==> src/rtl/shake_mem_streamer.sv <==
// RAM-to-Keccak streaming adapter: frames a RAM-resident message into command,
// block-header and data words for keccak_top, then returns the squeezed output.
module shake_mem_streamer #(
  parameter int IO_WIDTH  = 32,
  parameter int RAM_DEPTH = 1024,
  localparam int AW       = $clog2(RAM_DEPTH)
) (
  input  logic                clk,
  input  logic                rst,
  input  logic                i_start,
  input  logic                i_mode,
  input  logic [AW-1:0]       i_base_addr,
  input  logic [31:0]         i_input_length,
  input  logic [31:0]         i_output_length,
  output logic                o_busy,
  output logic                o_done,
  output logic [AW-1:0]       o_addr,
  output logic                o_rd_en,
  input  logic [IO_WIDTH-1:0] i_ram_data,
  output logic [IO_WIDTH-1:0] o_core_din,
  output logic                o_core_din_valid,
  input  logic                i_core_din_ready,
  input  logic [IO_WIDTH-1:0] i_core_dout,
  input  logic                i_core_dout_valid,
  output logic                o_core_dout_ready,
  output logic [IO_WIDTH-1:0] o_data_out,
  output logic                o_data_out_valid,
  input  logic                i_data_out_ready
);

  localparam int          NB       = IO_WIDTH / 8;
  localparam int          WSH      = $clog2(IO_WIDTH);
  localparam logic [31:0] RATE_128 = 32'd1344;
  localparam logic [31:0] RATE_256 = 32'd1088;
  localparam logic [31:0] LAST_BIT = 32'h8000_0000;
  localparam logic [31:0] MODE_BIT = 32'h4000_0000;

  typedef enum logic [2:0] {
    S_IDLE,
    S_HDR,
    S_BLK_HDR,
    S_DATA,
    S_OUT
  } state_e;

  function automatic logic [IO_WIDTH-1:0] byte_rev(input logic [IO_WIDTH-1:0] w);
    logic [IO_WIDTH-1:0] r;
    for (int i = 0; i < NB; i++) r[8*i +: 8] = w[8*(NB-1-i) +: 8];
    return r;
  endfunction

  function automatic logic [31:0] ceil_words(input logic [31:0] bits);
    logic [32:0] t;
    t = {1'b0, bits} + 33'(IO_WIDTH - 1);
    return 32'(t >> WSH);
  endfunction

  state_e              state_q, state_d;
  logic                mode_q;
  logic [31:0]         out_len_q;
  logic [31:0]         rem_q;        // message bits not yet framed into a block
  logic [31:0]         rd_left_q;    // message words not yet requested from RAM
  logic [31:0]         blk_left_q;   // words left to send in the current block
  logic [31:0]         out_left_q;
  logic                last_blk_q;
  logic [AW-1:0]       addr_q;
  logic                rd_pend_q;
  logic [IO_WIDTH-1:0] fifo_q [2];
  logic                wr_ptr_q, rd_ptr_q;
  logic [1:0]          cnt_q;
  logic                done_q;

  logic [31:0] rate, blk_bits, blk_words, blk_hdr, cmd_word;
  logic        blk_last, start_acc, blk_hs, pop, out_hs, finish, rd_en;
  logic [1:0]  occ;

  assign rate      = mode_q ? RATE_256 : RATE_128;
  assign blk_last  = (rem_q <= rate);
  assign blk_bits  = blk_last ? rem_q : rate;
  assign blk_words = ceil_words(blk_bits);
  assign blk_hdr   = blk_last ? (LAST_BIT | rem_q) : rate;
  assign cmd_word  = (mode_q ? MODE_BIT : 32'h0) + out_len_q;

  // NOTE: every combinational output gets a default before the case so no
  // path through the block leaves a signal unassigned and infers a latch.
  always_comb begin
    state_d           = state_q;
    o_core_din        = '0;
    o_core_din_valid  = 1'b0;
    o_core_dout_ready = 1'b0;
    o_data_out        = '0;
    o_data_out_valid  = 1'b0;
    start_acc         = 1'b0;
    blk_hs            = 1'b0;
    pop               = 1'b0;
    out_hs            = 1'b0;
    finish            = 1'b0;
    unique case (state_q)
      S_IDLE: begin
        start_acc = i_start;
        if (i_start) state_d = S_HDR;
      end
      S_HDR: begin
        o_core_din       = IO_WIDTH'(cmd_word);
        o_core_din_valid = 1'b1;
        if (i_core_din_ready) state_d = S_BLK_HDR;
      end
      S_BLK_HDR: begin
        o_core_din       = IO_WIDTH'(blk_hdr);
        o_core_din_valid = 1'b1;
        blk_hs           = i_core_din_ready;
        if (blk_hs) state_d = (blk_words == 32'd0) ? S_OUT : S_DATA;
      end
      S_DATA: begin
        o_core_din       = byte_rev(fifo_q[rd_ptr_q]);
        o_core_din_valid = (cnt_q != 2'd0);
        pop              = o_core_din_valid && i_core_din_ready;
        if (pop && blk_left_q == 32'd1) state_d = last_blk_q ? S_OUT : S_BLK_HDR;
      end
      S_OUT: begin
        o_data_out        = byte_rev(i_core_dout);
        o_data_out_valid  = i_core_dout_valid;
        o_core_dout_ready = i_data_out_ready;
        out_hs            = i_core_dout_valid && i_data_out_ready;
        finish            = out_hs && (out_left_q == 32'd1);
        if (finish) state_d = S_IDLE;
      end
      default: state_d = S_IDLE;
    endcase
  end

  // Occupancy counts the slot freed by a pop this cycle, so reads sustain one
  // word per cycle while the core keeps ready high.
  assign occ   = cnt_q + {1'b0, rd_pend_q} - {1'b0, pop};
  assign rd_en = (state_q == S_DATA) && (rd_left_q != 32'd0) && (occ < 2'd2);

  // NOTE: all state below uses non-blocking assignments so every register
  // samples the pre-edge values regardless of statement order.
  always_ff @(posedge clk) begin
    if (rst) begin
      state_q    <= S_IDLE;
      mode_q     <= 1'b0;
      out_len_q  <= '0;
      rem_q      <= '0;
      rd_left_q  <= '0;
      blk_left_q <= '0;
      out_left_q <= '0;
      last_blk_q <= 1'b0;
      addr_q     <= '0;
      rd_pend_q  <= 1'b0;
      wr_ptr_q   <= 1'b0;
      rd_ptr_q   <= 1'b0;
      cnt_q      <= '0;
      done_q     <= 1'b0;
    end else begin
      state_q   <= state_d;
      done_q    <= finish;
      rd_pend_q <= rd_en;
      cnt_q     <= cnt_q + {1'b0, rd_pend_q} - {1'b0, pop};
      if (start_acc) begin
        mode_q     <= i_mode;
        out_len_q  <= i_output_length;
        rem_q      <= i_input_length;
        rd_left_q  <= ceil_words(i_input_length);
        out_left_q <= ceil_words(i_output_length);
        addr_q     <= i_base_addr;
      end
      if (blk_hs) begin
        rem_q      <= rem_q - blk_bits;
        blk_left_q <= blk_words;
        last_blk_q <= blk_last;
      end
      if (pop) begin
        blk_left_q <= blk_left_q - 32'd1;
        rd_ptr_q   <= ~rd_ptr_q;
      end
      if (out_hs) out_left_q <= out_left_q - 32'd1;
      if (rd_en) begin
        addr_q    <= (addr_q == AW'(RAM_DEPTH - 1)) ? '0 : addr_q + AW'(1);
        rd_left_q <= rd_left_q - 32'd1;
      end
      if (rd_pend_q) wr_ptr_q <= ~wr_ptr_q;
    end
  end

  // NOTE: the FIFO payload is not reset; the cleared count and pointers make
  // stale contents unreachable, so storage needs no reset fan-out.
  always_ff @(posedge clk) begin
    if (rd_pend_q) fifo_q[wr_ptr_q] <= i_ram_data;
  end

  assign o_busy  = (state_q != S_IDLE);
  assign o_done  = done_q;
  assign o_addr  = addr_q;
  assign o_rd_en = rd_en;

endmodule
==> config.mk <==
export PLATFORM = sky130hd
export DESIGN_NAME = shake_mem_streamer
export DESIGN_NICKNAME = d
export VERILOG_FILES = /design/src/rtl/shake_mem_streamer.sv
export SDC_FILE = /design/constraint.sdc
export NUM_CORES = 1
export LEC_CHECK = 0
export ABC_AREA = 0
export BUFFER_PORTS_ARGS = -buffer_cell sky130_fd_sc_hd__buf_2
export CORE_ASPECT_RATIO = 2
export CORE_UTILIZATION = 35
export DETAILED_ROUTE_END_ITERATION = 12
export PLACE_DENSITY_LB_ADDON = 0.3
export SLEW_MARGIN = 10
export SYNTH_ARGS = -nofsm -noshare
export SYNTH_HDL_FRONTEND = slang
export SYNTH_SLANG_ARGS = --single-unit
==> constraint.sdc <==
create_clock -name clk -period 8.2 [get_ports clk]
set_input_delay 0.41 -clock clk [delete_from_list [all_inputs] [get_ports clk]]
set_output_delay 0.41 -clock clk [all_outputs]
set_load 0.1 [all_outputs]
==> summary.txt, run 1 <==
Logic synthesis
  – Post-Syn Nets: 1779
  – Synthesized flop and latch total: 246
  – Distinct cells, synth: 86
  – Mapped Area: 13600 µm²
  – Mapped Avg Cell Area: 8.39 µm²
  – Post-synthesis sequential area ratio: 0.409
  – Top FF cell, synth: dfxtp_1
  – Synth area leader: dfxtp_1
  – Synth warnings: 0
  – Synth top area share: 0.268
  – Synth top area cells: dfxtp_1, edfxtp_1, nand2_1
  – Ys async rst share: 0
  – Gate count after technology mapping: 1621
  – Count of flip-flops with a built-in enable after synthesis: 64

Final layout
  – Final-layout fill cell count: 3962
  – Final nets: 1952
  – Share of cells above drive strength 1: 0.180
  – # diodes: 0
  – Final instance area: 16000 µm²
  – Finished Layout Cells: 2327
  – Area Overhead vs Synth: 17.5%

STA
  – Final Max Tran Viols: 0
  – Setup TNS Final: 0 ns
  – Slew @ Worst Pin: 1.12 ns
  – Setup violations, final: 0
  – Final worst-path cycle share: 0.615
  – Final Hold Viols: 0
  – Rel. slew slack: 0.251
  – Fmax: 198 MHz
  – RSZ-0062 raised after global routing: false
  – Tmin final: 5.04 ns
  – Clk_skew: 0.0230 ns

Placed design
  – Final HPWL from detailed placement: 33800 µm
  – DP Cell Count: 2282
  – Placement Cell Area: 15200 µm²
  – PortBufs: 224
  – Final GP Congestion: 0.900

Power
  – Flop pwr share: 0.351
  – Sw frac: 0.436
  – Worst vdd ir: 221 µV
  – Internal power: 2.55 mW
  – NetSw: 1.97 mW
  – Logic pwr share: 0.396
  – P_leak: 5.98 nW
  – Pwr Density: 283 nW/µm²
  – Clk pwr share: 0.253

Critical path
  – Critical path, cell by cell: ha_1 -> or4bb_1 -> or4b_4 -> o221ai_2 -> nand2_1 -> o21ai_1 -> ha_1 -> o21a_1 -> o31ai_1 -> nand2_1 -> a21oi_1 -> nor2_1 -> mux2_1 -> a31oi_1
  – Critical-path maximum fanout: 18
  – Crit path required time: 8.67 ns
  – Worst R2R End: rem_q[19]
  – Startpoint Class: flip-flop
  – FF-to-FF setup slack: 3.16 ns
  – CP Buf/Inv Count: 0
  – Largest stage delay, worst path: 0.57 ns
  – CP delay by family, top: simple AND/OR/NAND/NOR gates
  – R2R Path Start: rem_q[8]
  – Crit. End Element: flip-flop
  – Worst-case reg-to-reg path depth: 14
  – Crit Path Category: reg -> reg
  – Slowest cell on crit path: or4b_4
  – Data arrival, critical path: 5.51 ns

Routing
  – Wirelength per Cell: 19.9 µm
  – Via/cell ratio: 5.68
  – Final WL: 46200 µm
  – Initial DRC count: 739
  – Pre-antenna DRT Iters: 5
  – DRC violations left: 0
  – DR vias: 13200
  – Antenna-violating nets left: 0

Floorplan
  – Number of core rows: 101
  – Starting Density: 0.356
  – Die W: 141 µm
  – Core ar.: 38200 µm²
  – Die area: 39700 µm²
  – Die height: 281 µm
  – Ports: 225

Global routing
  – Vias in the first global route: 12900
  – First-pass GRT wire length: 70700 µm
  – Initial antenna violation count: 0
  – Total Routing Usage GR: 0.228
  – Congestion Overflow GR: 0
  – Largest net degree at the start of global routing: 70

Flow run
  – Maxcap violations: 0

Clocking
  – TritonCTS clock tree: yes
  – Post-CTS setup buffers: 0
  – Sink Count: 246
  – Post-CTS Hold Buffers: 0
  – Worst-path clk slew: 0.07 ns
  – CTS root buf: clkbuf_16
  – Post-CTS sizing: 0
  – CTS buffer count: 25
  – Clk buf depth: 3
  – H-tree depth: 1
  – Clk_lat worst skew: 0.55 ns

Min path
  – Hold WC Path Type: in -> reg
  – Number of cells on the worst hold path: 1
  – Worst Hold End: fifo_q[0][10]
  – Hold path startpoint: i_ram_data[10]

Outcome
  – Status: completed
power groups by stage:
| stage | clock network (mW) | registers, mW | logic (mW) |
|---|---|---|---|
| 5_1_grt | 1.21 | 1.61 | 1.93 |
| 3_3_place_gp | 0 | 1.60 | 1.77 |
| 2_1_floorplan | 0 | 1.62 | 1.27 |
| 4_1_cts | 1.17 | 1.58 | 1.79 |
| 6_report | 1.14 | 1.59 | 1.79 |
| 3_5_place_dp | 0 | 1.61 | 1.78 |
sequential cells by signal, indices dropped and copies added (netlist names), named ones only:
register	flops
blk_left_q	32
cnt_q	2
fifo_q	64
last_blk_q	1
mode_q	1
o_addr	10
o_done	1
out_left_q	32
out_len_q	32
rd_left_q	32
rd_pend_q	1
rd_ptr_q	1
rem_q	32
state_q	3
wr_ptr_q	1
synthesized netlist by cell type (8+ instances only):
| library cell | number |
|---|---|
| and2_1 | 42 |
| clkbuf_1 | 87 |
| a21oi_1 | 136 |
| nor2_1 | 138 |
| nor4_1 | 32 |
| mux2_2 | 14 |
| xor2_1 | 22 |
| o211ai_1 | 20 |
| inv_1 | 27 |
| o21ai_0 | 74 |
| nand2b_1 | 11 |
| edfxtp_1 | 64 |
| and3_1 | 14 |
| o22ai_1 | 8 |
| ha_1 | 13 |
| o311ai_0 | 17 |
| dfxtp_1 | 182 |
| a31oi_1 | 25 |
| nand3b_1 | 8 |
| or2_2 | 13 |
| a311oi_1 | 8 |
| nor3b_1 | 8 |
| or4_1 | 31 |
| mux2i_1 | 40 |
| or3_1 | 30 |
| a221o_1 | 9 |
| nand3_1 | 47 |
| nand2_1 | 219 |
| a22oi_1 | 22 |
| xnor2_1 | 38 |
| nand4_1 | 17 |
| a211oi_1 | 22 |
| nor3_1 | 55 |
how the worst max path moves through the flow:
stage,startpoint,end,slack (ns),cells after the start
floorplan,state_q[2],rd_left_q[1],4.04,17
global route,rem_q[8],rem_q[25],2.83,14
detailed placement,rem_q[8],rem_q[19],3.20,14
global placement,rem_q[8],rem_q[25],3.27,14
CTS,rem_q[8],o_core_din[0],3.16,8
finish,rem_q[8],rem_q[19],3.16,14
logic make-up after synthesis:
logic type,count (synthesis),synth area share
AOI/OAI and AO/OA,432,0.211
xor gates and xnor gates,60,0.0386
adders and majority gates,13,0.0120
buffers and inverters,125,0.0350
DFF,246,0.409
muxes,55,0.0419
other,1,0.000276
and+or+nand+nor,689,0.252
layout by cell type, fill, tap and decap left out, types with 32 or more instances in the layout:
master,synthesis,final
mux2i_1,40,40
dfxtp_1,182,181
nor3_1,55,55
nor4_1,32,32
nand2_1,219,219
xnor2_1,38,38
edfxtp_1,64,64
buf_2,2,223
a21oi_1,136,136
and2_1,42,42
o21ai_0,74,74
nand3_1,47,47
nor2_1,138,137
layout make-up:
class                      count  area (µm²)  share of cell area
inverter                      29         109             0.00681
timing repair buffer         242        1260              0.0788
tap                          515         644              0.0403
clock buffer                  35         724              0.0454
sequential                   246        5570               0.348
clock inverter                10        81.3             0.00509
multi-input combinational   1250        7590               0.475
per-stage QoR:
step / hold WS (ns) / power [mW] / setup slack, ns / util
floorplan: 0.437 / 2.89 / 4.04 / -
global placement: 0.444 / 3.37 / 3.27 / 0.397
detailed placement: 0.447 / 3.39 / 3.20 / 0.397
CTS: 0.0350 / 4.54 / 3.16 / 0.419
global route: 0.0436 / 4.75 / 2.83 / 0.419
finish: 0.0539 / 4.53 / 3.16 / 0.419
per-layer routing:
layer | share of wire | global-route usage | vias to the layer above
li1 | - | - | 6360
met1 | 0.35 | 0.223 | 6354
met2 | 0.55 | 0.451 | 405
met3 | 0.042 | 0.0228 | 107
met4 | 0.061 | 0.140 | 0
met5 | 0 | 0 | -
Power figures use the tool's default switching activity.
==> run 2: changes to the inputs <==
- clock period: 8.2 -> 4.39 ns (I/O delays scaled with it)
==> run 2 against run 1 <==
- first-iteration DRC count up 7.3%
- register-to-register slack worse by 2.9 ns
- clock-buffer cell count grew 1
- die area is the same
- global-route usage increased by 0.17 points
- clock power is 83% higher
- worst hold slack lost 0.043 ns
- utilization grew 2.3 points
- worst setup slack got worse by 3.0 ns
- clock skew fell by 0.0057 ns
- non-clock buffer count is 92 higher
- wire length grew 0.61%
==> summary.txt, run 2 (synthesized netlist as in run 1, its figures left out) <==
Outcome
  – Status: completed

Final layout
  – Reg with most FFs: fifo_q
  – Final-layout fill cell count: 3837 (-3.2%)
  – Commonest non-fill, non-tap cell in the layout: buf_2
  – Share of cells above drive strength 1: 0.185 (+0.00506)
  – Commonest non-fill, non-tap cells in the layout: buf_2, nand2_1, dfxtp_1
  – Final nets: 2044 (+4.7%)
  – Number of flip-flops in the largest register: 64 (unchanged)
  – # diodes: 0 (unchanged)
  – Area Overhead vs Synth: 23.9%

Power
  – P_leak: 6.38 nW (+6.7%)
  – Overall Power: 8.59 mW (+90%)
  – Worst vdd ir: 469 µV (+110%)
  – Pwr Density: 509 nW/µm² (+80%)

Routing
  – Via/cell ratio: 5.63 (-0.90%)
  – DR vias: 13600 (+3.0%)
  – Initial DRC count: 793 (+7.3%)
  – Wirelength per Cell: 19.2 µm (-3.2%)
  – Final WL: 46500 µm (+0.61%)
  – Antenna-violating nets left: 0 (unchanged)
  – DRC violations left: 0 (unchanged)
  – Pre-antenna DRT Iters: 7 (+2)

Placed design
  – PortBufs: 224 (unchanged)
  – Final HPWL from detailed placement: 34000 µm (+0.61%)
  – Final GP Congestion: 0.964 (+7.1%)
  – Setup WS pre-CTS: 0.0576 ns (-3.15 ns)

STA
  – RSZ-0062 raised after global routing: false
  – Clk_skew: 0.0173 ns (-0.00568 ns)
  – Tmin final: 4.25 ns
  – Setup TNS Final: 0 ns (unchanged)
  – Setup violations, final: 0 (unchanged)
  – Fmax: 235 MHz
  – Rel. slew slack: 0.269 (+0.0181)
  – Final Max Tran Viols: 0 (unchanged)
  – Final worst-path cycle share: 0.968
  – Final Hold Viols: 0 (unchanged)
  – Final worst setup slack: 0.141 ns (-3.02 ns)
  – Slew @ Worst Pin: 1.09 ns (-0.0271 ns)

Clocking
  – Clk buf depth: 3 (unchanged)
  – Sink Count: 246 (unchanged)
  – TritonCTS clock tree: yes
  – H-tree depth: 1 (unchanged)
  – Clk_lat worst skew: 0.54 ns (about the same)
  – Worst-path clk slew: 0.07 ns (about the same)
  – CTS root buf: clkbuf_16
  – CTS buffer count: 25 (unchanged)

Critical path
  – Critical-path maximum fanout: 17 (-1)
  – Crit. End Element: primary output
  – Crit path required time: 4.17 ns (-4.50 ns)
  – Crit Path Category: reg -> out
  – Largest stage delay, worst path: 0.57 ns (about the same)
  – Startpoint Class: flip-flop
  – Worst R2R End: rem_q[18]
  – Worst-case reg-to-reg path depth: 13 (-1)
  – FF-to-FF setup slack: 0.28 ns (-2.88 ns)
  – CP delay by family, top: simple AND/OR/NAND/NOR gates
  – Critical path, cell by cell: ha_1 -> or4bb_1 -> or4b_4 -> o221ai_2 -> nand2_1 -> buf_4 -> nor2_1 -> a221o_1 -> buf_2
  – R2R Path Start: mode_q
  – Slowest cell on crit path: or4b_4
  – CP Buf/Inv Count: 2 (+2)
  – Data arrival, critical path: 4.03 ns (-1.48 ns)

Floorplan
  – Die W: 141 µm (unchanged)
  – Number of core rows: 101 (unchanged)
  – Die area: 39700 µm² (unchanged)
  – Die height: 281 µm (unchanged)
  – Ports: 225 (unchanged)
  – Starting Density: 0.356 (unchanged)
  – Core ar.: 38200 µm² (unchanged)

Global routing
  – Most crowded layer after global routing: met2
  – Total Routing Usage GR: 0.230 (+0.00170)
  – Congestion Overflow GR: 0 (unchanged)
  – Met2 GRT Util: 0.433 (-0.0182)
  – Grt met3 use: 0.0225 (-0.000341)
  – Largest net degree at the start of global routing: 141 (+100%)
  – Initial antenna violation count: 0 (unchanged)
  – GRT met1 Usage: 0.224 (+0.000619)
  – Vias in the first global route: 13300 (+2.8%)
  – First-pass GRT wire length: 71200 µm (+0.62%)

Min path
  – Hold WC Path Type: in -> reg
  – Hold path startpoint: i_mode
  – Worst Hold End: mode_q
  – Number of cells on the worst hold path: 3 (+2)

Flow run
  – Maxcap violations: 0 (unchanged)
## run 2: changes by cell type in the layout (fill, tap and decap cells not counted), sizes merged
cell	change
dlygate4sd3	+66
buf	+26
clkinvlp	-2
clkbuf	+1
## run 2: how the worst max path moves through the flow
stage	end	slack, ns	cells past startpoint	start
finish	o_core_din[4]	0.14	9	mode_q
global placement	rem_q[18]	0.16	13	mode_q
global route	o_core_din[4]	0.03	9	mode_q
CTS	rem_q[18]	0.03	13	mode_q
detailed placement	rem_q[18]	0.06	13	mode_q
floorplan	rd_left_q[1]	0.23	17	state_q[2]
## run 2: power breakdown
part / switching (mW) / internal, mW / total (mW)
logic: 2.50 / 1.08 / 3.58
registers: 0.302 / 2.62 / 2.92
clock network: 0.910 / 1.18 / 2.09
## run 2: cell type report
class / instances / area (µm²) / share of cell area
Clock inverter: 8 / 66.3 / 0.00394
Sequential cell: 246 / 5570 / 0.330
Tap cell: 515 / 644 / 0.0382
Timing Repair Buffer: 334 / 2140 / 0.127
Multi-Input combinational cell: 1250 / 7610 / 0.452
Clock buffer: 36 / 708 / 0.0420
Inverter: 29 / 109 / 0.00646
## run 2: layer usage
layer  vias up  wire length (µm)
met1      6471             16200
met4         0              4130
met5         -                 0
met3       166              1840
met2       440             24400
li1       6542                 -
## run 2: timing repair
| item | CTS | global route |
|---|---|---|
| hold buffers | 66 | 0 |
| buffers inserted | 0 | 3 |
| resized for setup | 0 | 5 |
| hold endpoints to repair | 98 | 0 |
| endpoints found under the setup margin | 0 | 16 |
## run 2: tightest hold or removal path: cells and delay by family
family,cells,cell delay [ns]
AO/OA/AOI/OAI,1,0.08
buffers and inverters,1,0.13
AND/OR/NAND/NOR,1,0.07
## run 2: per-stage QoR
| stage | util | cells | hold WS (ns) | area [µm²] |
|---|---|---|---|---|
| finish | 0.442 | 2418 | 0.0113 | 16900 |
| global route | 0.442 | 2418 | 0.0162 | 16900 |
| CTS | 0.440 | 2415 | 0.00385 | 16800 |
| detailed placement | 0.403 | 2305 | 0.410 | 15400 |
| global placement | 0.403 | 2305 | 0.407 | 15400 |
| floorplan | - | 1621 | 0.318 | 13600 |
